===== src/rtl/dm163_receiver.sv =====
// DM163 serial receiver: sync pins, shift 192 bits, latch PWM/DC banks (DM163_RX_LEN_CHECK_EN adds len_err).
// Latency: SYNC_STAGES+1 clk from a pin edge to the register update and frame_stb.
// Backpressure: none; the serial master is never stalled and edges must meet the minimum phase width.
module dm163_receiver #(
  parameter int SYNC_STAGES = 2
) (
  input  logic       clk,
  input  logic       rst,
  input  logic       s_sda,
  input  logic       s_clk,
  input  logic       s_rst,
  input  logic       lat,
  input  logic       sb,
  input  logic [4:0] rd_ch,
  output logic [7:0] rd_pwm,
  output logic [5:0] rd_dc,
  output logic       frame_stb,
  output logic       frame_bank,
  output logic [7:0] bit_cnt,
  output logic       len_err
);

  // Synchronizer lanes packed as {sb, lat, s_rst, s_clk, s_sda}; s_rst idles high.
  localparam logic [4:0] SYNC_RST = 5'b00100;

  logic [4:0]   sync_q [SYNC_STAGES];
  logic         sda_s, sclk_s, srst_n_s, lat_s, sb_s;
  logic         sclk_q, lat_q;
  logic         sclk_rise, lat_rise;
  logic [191:0] shift_q, shift_nxt;
  logic [7:0]   cnt_nxt;
  logic [7:0]   pwm_q [24];
  logic [5:0]   dc_q  [24];

  always_ff @(posedge clk or posedge rst) begin
    if (rst) begin
      for (int i = 0; i < SYNC_STAGES; i++) sync_q[i] <= SYNC_RST;
    end else begin
      sync_q[0] <= {sb, lat, s_rst, s_clk, s_sda};
      for (int i = 1; i < SYNC_STAGES; i++) sync_q[i] <= sync_q[i-1];
    end
  end

  assign {sb_s, lat_s, srst_n_s, sclk_s, sda_s} = sync_q[SYNC_STAGES-1];

  // Edge registers keep tracking during s_rst so its release never fakes an edge.
  always_ff @(posedge clk or posedge rst) begin
    if (rst) begin
      sclk_q <= 1'b0;
      lat_q  <= 1'b0;
    end else begin
      sclk_q <= sclk_s;
      lat_q  <= lat_s;
    end
  end

  assign sclk_rise = sclk_s & ~sclk_q & srst_n_s;
  assign lat_rise  = lat_s  & ~lat_q  & srst_n_s;

  // A latch coinciding with a shift captures the register including the new bit.
  assign shift_nxt = sclk_rise ? {shift_q[190:0], sda_s} : shift_q;
  assign cnt_nxt   = (sclk_rise && bit_cnt != 8'hFF) ? bit_cnt + 8'd1 : bit_cnt;

  always_ff @(posedge clk or posedge rst) begin
    if (rst) begin
      shift_q    <= '0;
      bit_cnt    <= '0;
      frame_stb  <= 1'b0;
      frame_bank <= 1'b0;
      for (int k = 0; k < 24; k++) begin
        pwm_q[k] <= '0;
        dc_q[k]  <= '0;
      end
    end else begin
      frame_stb <= 1'b0;
      if (!srst_n_s) begin
        shift_q <= '0;
        bit_cnt <= '0;
      end else begin
        shift_q <= shift_nxt;
        bit_cnt <= cnt_nxt;
        if (lat_rise) begin
          frame_stb  <= 1'b1;
          frame_bank <= sb_s;
          bit_cnt    <= '0;
          for (int k = 0; k < 24; k++) begin
            if (sb_s) pwm_q[k] <= shift_nxt[8*k +: 8];
            else      dc_q[k]  <= shift_nxt[6*k +: 6];
          end
        end
      end
    end
  end

`ifdef DM163_RX_LEN_CHECK_EN
  logic len_bad;
  assign len_bad = sb_s ? (cnt_nxt != 8'd192) : (cnt_nxt != 8'd144);

  always_ff @(posedge clk or posedge rst) begin
    if (rst)                       len_err <= 1'b0;
    else if (lat_rise && len_bad)  len_err <= 1'b1;
  end
`else
  assign len_err = 1'b0;
`endif

  always_comb begin
    rd_pwm = '0;
    rd_dc  = '0;
    if (rd_ch < 5'd24) begin
      rd_pwm = pwm_q[rd_ch];
      rd_dc  = dc_q[rd_ch];
    end
  end

endmodule


===== config.mk =====
export PLATFORM = sky130hd
export DESIGN_NAME = dm163_receiver
export DESIGN_NICKNAME = d
export VERILOG_FILES = /design/src/rtl/dm163_receiver.sv
export SDC_FILE = /design/constraint.sdc
export NUM_CORES = 1
export LEC_CHECK = 0
export CORE_MARGIN = 5
export CORE_UTILIZATION = 40
export DETAILED_ROUTE_END_ITERATION = 6
export GPL_TIMING_DRIVEN = 0
export PLACE_DENSITY = 0.54
export RECOVER_POWER = 50
export SLEW_MARGIN = 30
export SYNTH_ARGS = -nofsm -noshare
export SYNTH_HDL_FRONTEND = slang
export SYNTH_SLANG_ARGS = --single-unit

===== constraint.sdc =====
create_clock -name clk -period 19.57 [get_ports clk]
set_input_delay 1.957 -clock clk [delete_from_list [all_inputs] [get_ports clk]]
set_output_delay 1.957 -clock clk [all_outputs]
set_load 0.02 [all_outputs]

==> metrics.md <==
| Metric | Value |
|---|---|
| Seq pwr share | `0.470` |
| Syn. warnings | `0` |
| Worst EP arrival | `8.07 ns` |
| Total power | `2.64 mW` |
| Max-slew headroom | `-2.31` |
| Final Slew Violations | `338` |
| Yosys cell types | `36` |
| Hold_ws | `0.349 ns` |
| Vias in the first global route | `16700` |
| Drt drc | `0` |
| Largest net degree at the start of global routing | `92` |
| Core Util, Final | `0.457` |
| Sink Count | `550` |
| Worst skew pair latency | `0.62 ns` |
| Post-CTS sizing | `0` |
| Clock power frac | `0.441` |
| Min-delay worst type | `reg -> reg` |
| Num CTS Buffers | `58` |
| Critical Path Source Type | `input pin` |
| Die ar. | `63800 µm²` |
| Post-route minimum period | `8.55 ns` |
| H-tree levels | `2` |
| Num rows | `89` |
| RSZ-0062 raised after global routing | `false` |
| I/O pin count | `37` |
| Combinational fraction of design power | `0.089` |
| Final setup fails | `0` |
| Synthesized area | `23500 µm²` |
| Core area | `58700 µm²` |
| WS Path Type | `in -> async` |
| Top delay family on crit path | `buffers and inverters` |
| Net Sw Frac | `0.245` |
| Cells after DPL | `2823` |
| Clk root buf | `clkbuf_16` |
| Initial Util | `0.401` |
| Slowest CP cell | `clkbuf_1` |
| CTS Hold Bufs | `0` |
| Share of cells above drive strength 1 | `0.101` |
| Finished Layout Cells | `2923` |
| Clock Skew | `0.0297 ns` |
| Max Cap Viol | `5` |
| DR WL/cell | `25.4 µm` |
| Max Fclk | `117 MHz` |
| Mean post-synth cell area | `11.7 µm²` |
| Failing checks | `capacitance limit, slew limit` |
| Clock buffer depth | `3` |
| Post-CTS setup buffer count | `0` |
| Final worst slack | `11.02 ns` |
| Die Y | `253 µm` |
| Mapped Nets | `2026` |
| Sequential element share of the synthesized area | `0.585` |
| Switch Pwr | `0.648 mW` |
| Worst slew pin tran | `4.96 ns` |
| Worst-path maximum fanout | `91` |
| VDD IR max | `0.0753 mV` |
| Initial DRC count | `1309` |
| Final worst path period share | `0.437` |
| Internal | `1.99 mW` |
| Cells after synthesis | `2013` |
| Antenna diodes | `0` |
| Sequential cell area | `13800 µm²` |
| Crit. End Element | `async pin` |
| Die X-Extent | `253 µm` |
| I/O Buffers | `31` |
| Final hold vios | `0` |
| Post-place setup slack | `13.00 ns` |
| GR Overflow Total | `0` |
| Register bit total from synthesis | `550` |
| Via density | `5.54` |
| Global-route wire length before repair | `111000 µm` |
| LEAKAGE | `11.8 nW` |
| Worst-path cell chain | `dlygate4sd3_1 > clkinvlp_2 > clkbuf_1` |
| DP HPWL | `55100 µm` |
| Final weighted congestion in routability-driven placement | `0.905` |
| FF-to-FF setup slack | `15.06 ns` |
| Critical Path RT | `19.09 ns` |
| Total Routing Usage GR | `0.233` |
| Via count | `16200` |
| Reg clk slew, reported paths | `0.06 ns` |
| Final wirelength | `74400 µm` |
| Post-DRT Antenna Nets | `0` |
| Area Overhead vs Synth | `14.0%` |
| Fill cells | `5458` |
| Status | `finished, violations left` |
| Final #Nets | `2123` |
| CTS tree | `yes` |
| P per Cell Area | `98.5 nW/µm²` |
| DR pass1 iterations | `5` |
| Worst path max stage delay | `3.57 ns` |
| Area of the multi-input gates | `8950 µm²` |
| Buf+Inv Stages, Crit Path | `3` |
| Initial antenna violation count | `0` |
-- cell usage in the layout (no fill, tap or decap), types with 14 or more instances in the layout --
| cell | count |
|---|---|
| a21oi_1 | 150 |
| a2bb2oi_1 | 14 |
| buf_2 | 34 |
| buf_4 | 16 |
| clkbuf_1 | 103 |
| clkbuf_16 | 59 |
| clkdlybuf4s50_1 | 25 |
| dfrtp_1 | 548 |
| mux2_2 | 14 |
| mux2i_1 | 247 |
| mux4_2 | 49 |
| nand2_1 | 219 |
| nand3_1 | 16 |
| nor2_1 | 148 |
| nor2b_1 | 197 |
| o21ai_0 | 199 |
-- cell usage after synthesis --
cell type | n | area [µm²]
dfrtp_1 | 548 | 13700
mux2i_1 | 247 | 2470
nand2_1 | 219 | 822
o21ai_0 | 198 | 991
nor2b_1 | 197 | 1230
a21oi_1 | 150 | 751
nor2_1 | 147 | 552
buf_2 | 59 | 295
clkbuf_1 | 58 | 218
mux4_2 | 49 | 1100
buf_4 | 25 | 188
nand3_1 | 16 | 80.1
a2bb2oi_1 | 14 | 123
mux2_2 | 14 | 158
mux4_1 | 13 | 342
a32oi_1 | 10 | 87.6
o21ai_1 | 9 | 45.0
buf_6 | 5 | 56.3
a22oi_1 | 4 | 30.0
a31oi_1 | 4 | 25.0
inv_1 | 3 | 11.3
o31ai_1 | 3 | 22.5
or3_1 | 3 | 18.8
or4_1 | 3 | 22.5
buf_12 | 2 | 40.0
dfstp_2 | 2 | 52.6
nand3b_1 | 2 | 15.0
and2_0 | 1 | 6.26
and3b_1 | 1 | 8.76
conb_1 | 1 | 3.75
ha_1 | 1 | 12.5
inv_2 | 1 | 3.75
nand4_1 | 1 | 6.26
nor2_2 | 1 | 6.26
or2_2 | 1 | 6.26
xor2_1 | 1 | 8.76
-- registers in the layout, indices dropped and copies added, names as in the netlist, 5 cells and up --
signal,count
bit_cnt,8
dc_q,144
pwm_q,192
shift_q,192
sync_q,5
-- worst paths after layout --
path,start,to,cells after the start
max reg2reg,srst_n_s$_DFF_PP1_,pwm_q[160]$_DFFE_PP0P_,6
max in group clk,rd_ch[0],rd_pwm[0],8
min reg2reg,sync_q[8]$_DFF_PP0_,lat_s$_DFF_PP0_,0
min,sync_q[8]$_DFF_PP0_,lat_s$_DFF_PP0_,0
min in group asynchronous,rst,shift_q[57]$_DFF_PP0_,2
max,rst,shift_q[10]$_DFF_PP0_,3
-- per-stage QoR --
stage          instance area [µm²]  TNS [ns]
6_report                     26800         0
4_1_cts                      27000         0
5_1_grt                      26800         0
3_3_place_gp                 24800  -2115.98
2_1_floorplan                23500         0
3_5_place_dp                 25000         0
-- power groups by stage --
| stage | logic (mW) | clock network [mW] | registers (mW) |
|---|---|---|---|
| finish | 0.236 | 1.16 | 1.24 |
| CTS | 0.239 | 1.18 | 1.24 |
| floorplan | 0.162 | 0 | 1.24 |
| detailed placement | 0.238 | 0 | 1.26 |
| global placement | 0.229 | 0 | 1.26 |
| global route | 0.256 | 1.23 | 1.25 |
-- per-layer routing --
metal  GRT usage  wire [µm]  vias to the layer above
li1            -          -                     7144
met1       0.327      33000                     8447
met2       0.377      35100                      468
met3      0.0319       3830                      121
met4      0.0785       2470                        0
met5           0          0                        -
-- area by class of cell --
| type | instances | area share |
|---|---|---|
| clock buffers | 80 | 0.0628 |
| clock inverters | 20 | 0.0114 |
| multi-input cells | 1310 | 0.334 |
| well taps | 773 | 0.0361 |
| inverters | 4 | 0.000606 |
| plain buffers | 149 | 0.0273 |
| flip-flops and latches | 550 | 0.513 |
| repair buffers | 37 | 0.0151 |
-- logic make-up after synthesis --
kind of cell | share of synthesized area
AOI/OAI and AO/OA | 0.0882
adders and majority gates | 0.000532
muxes | 0.173
and+or+nand+nor | 0.118
buffers and inverters | 0.0345
DFF | 0.585
other | 0.000159
xor gates and xnor gates | 0.000372
Note: power is estimated with default switching activity, not from simulation.
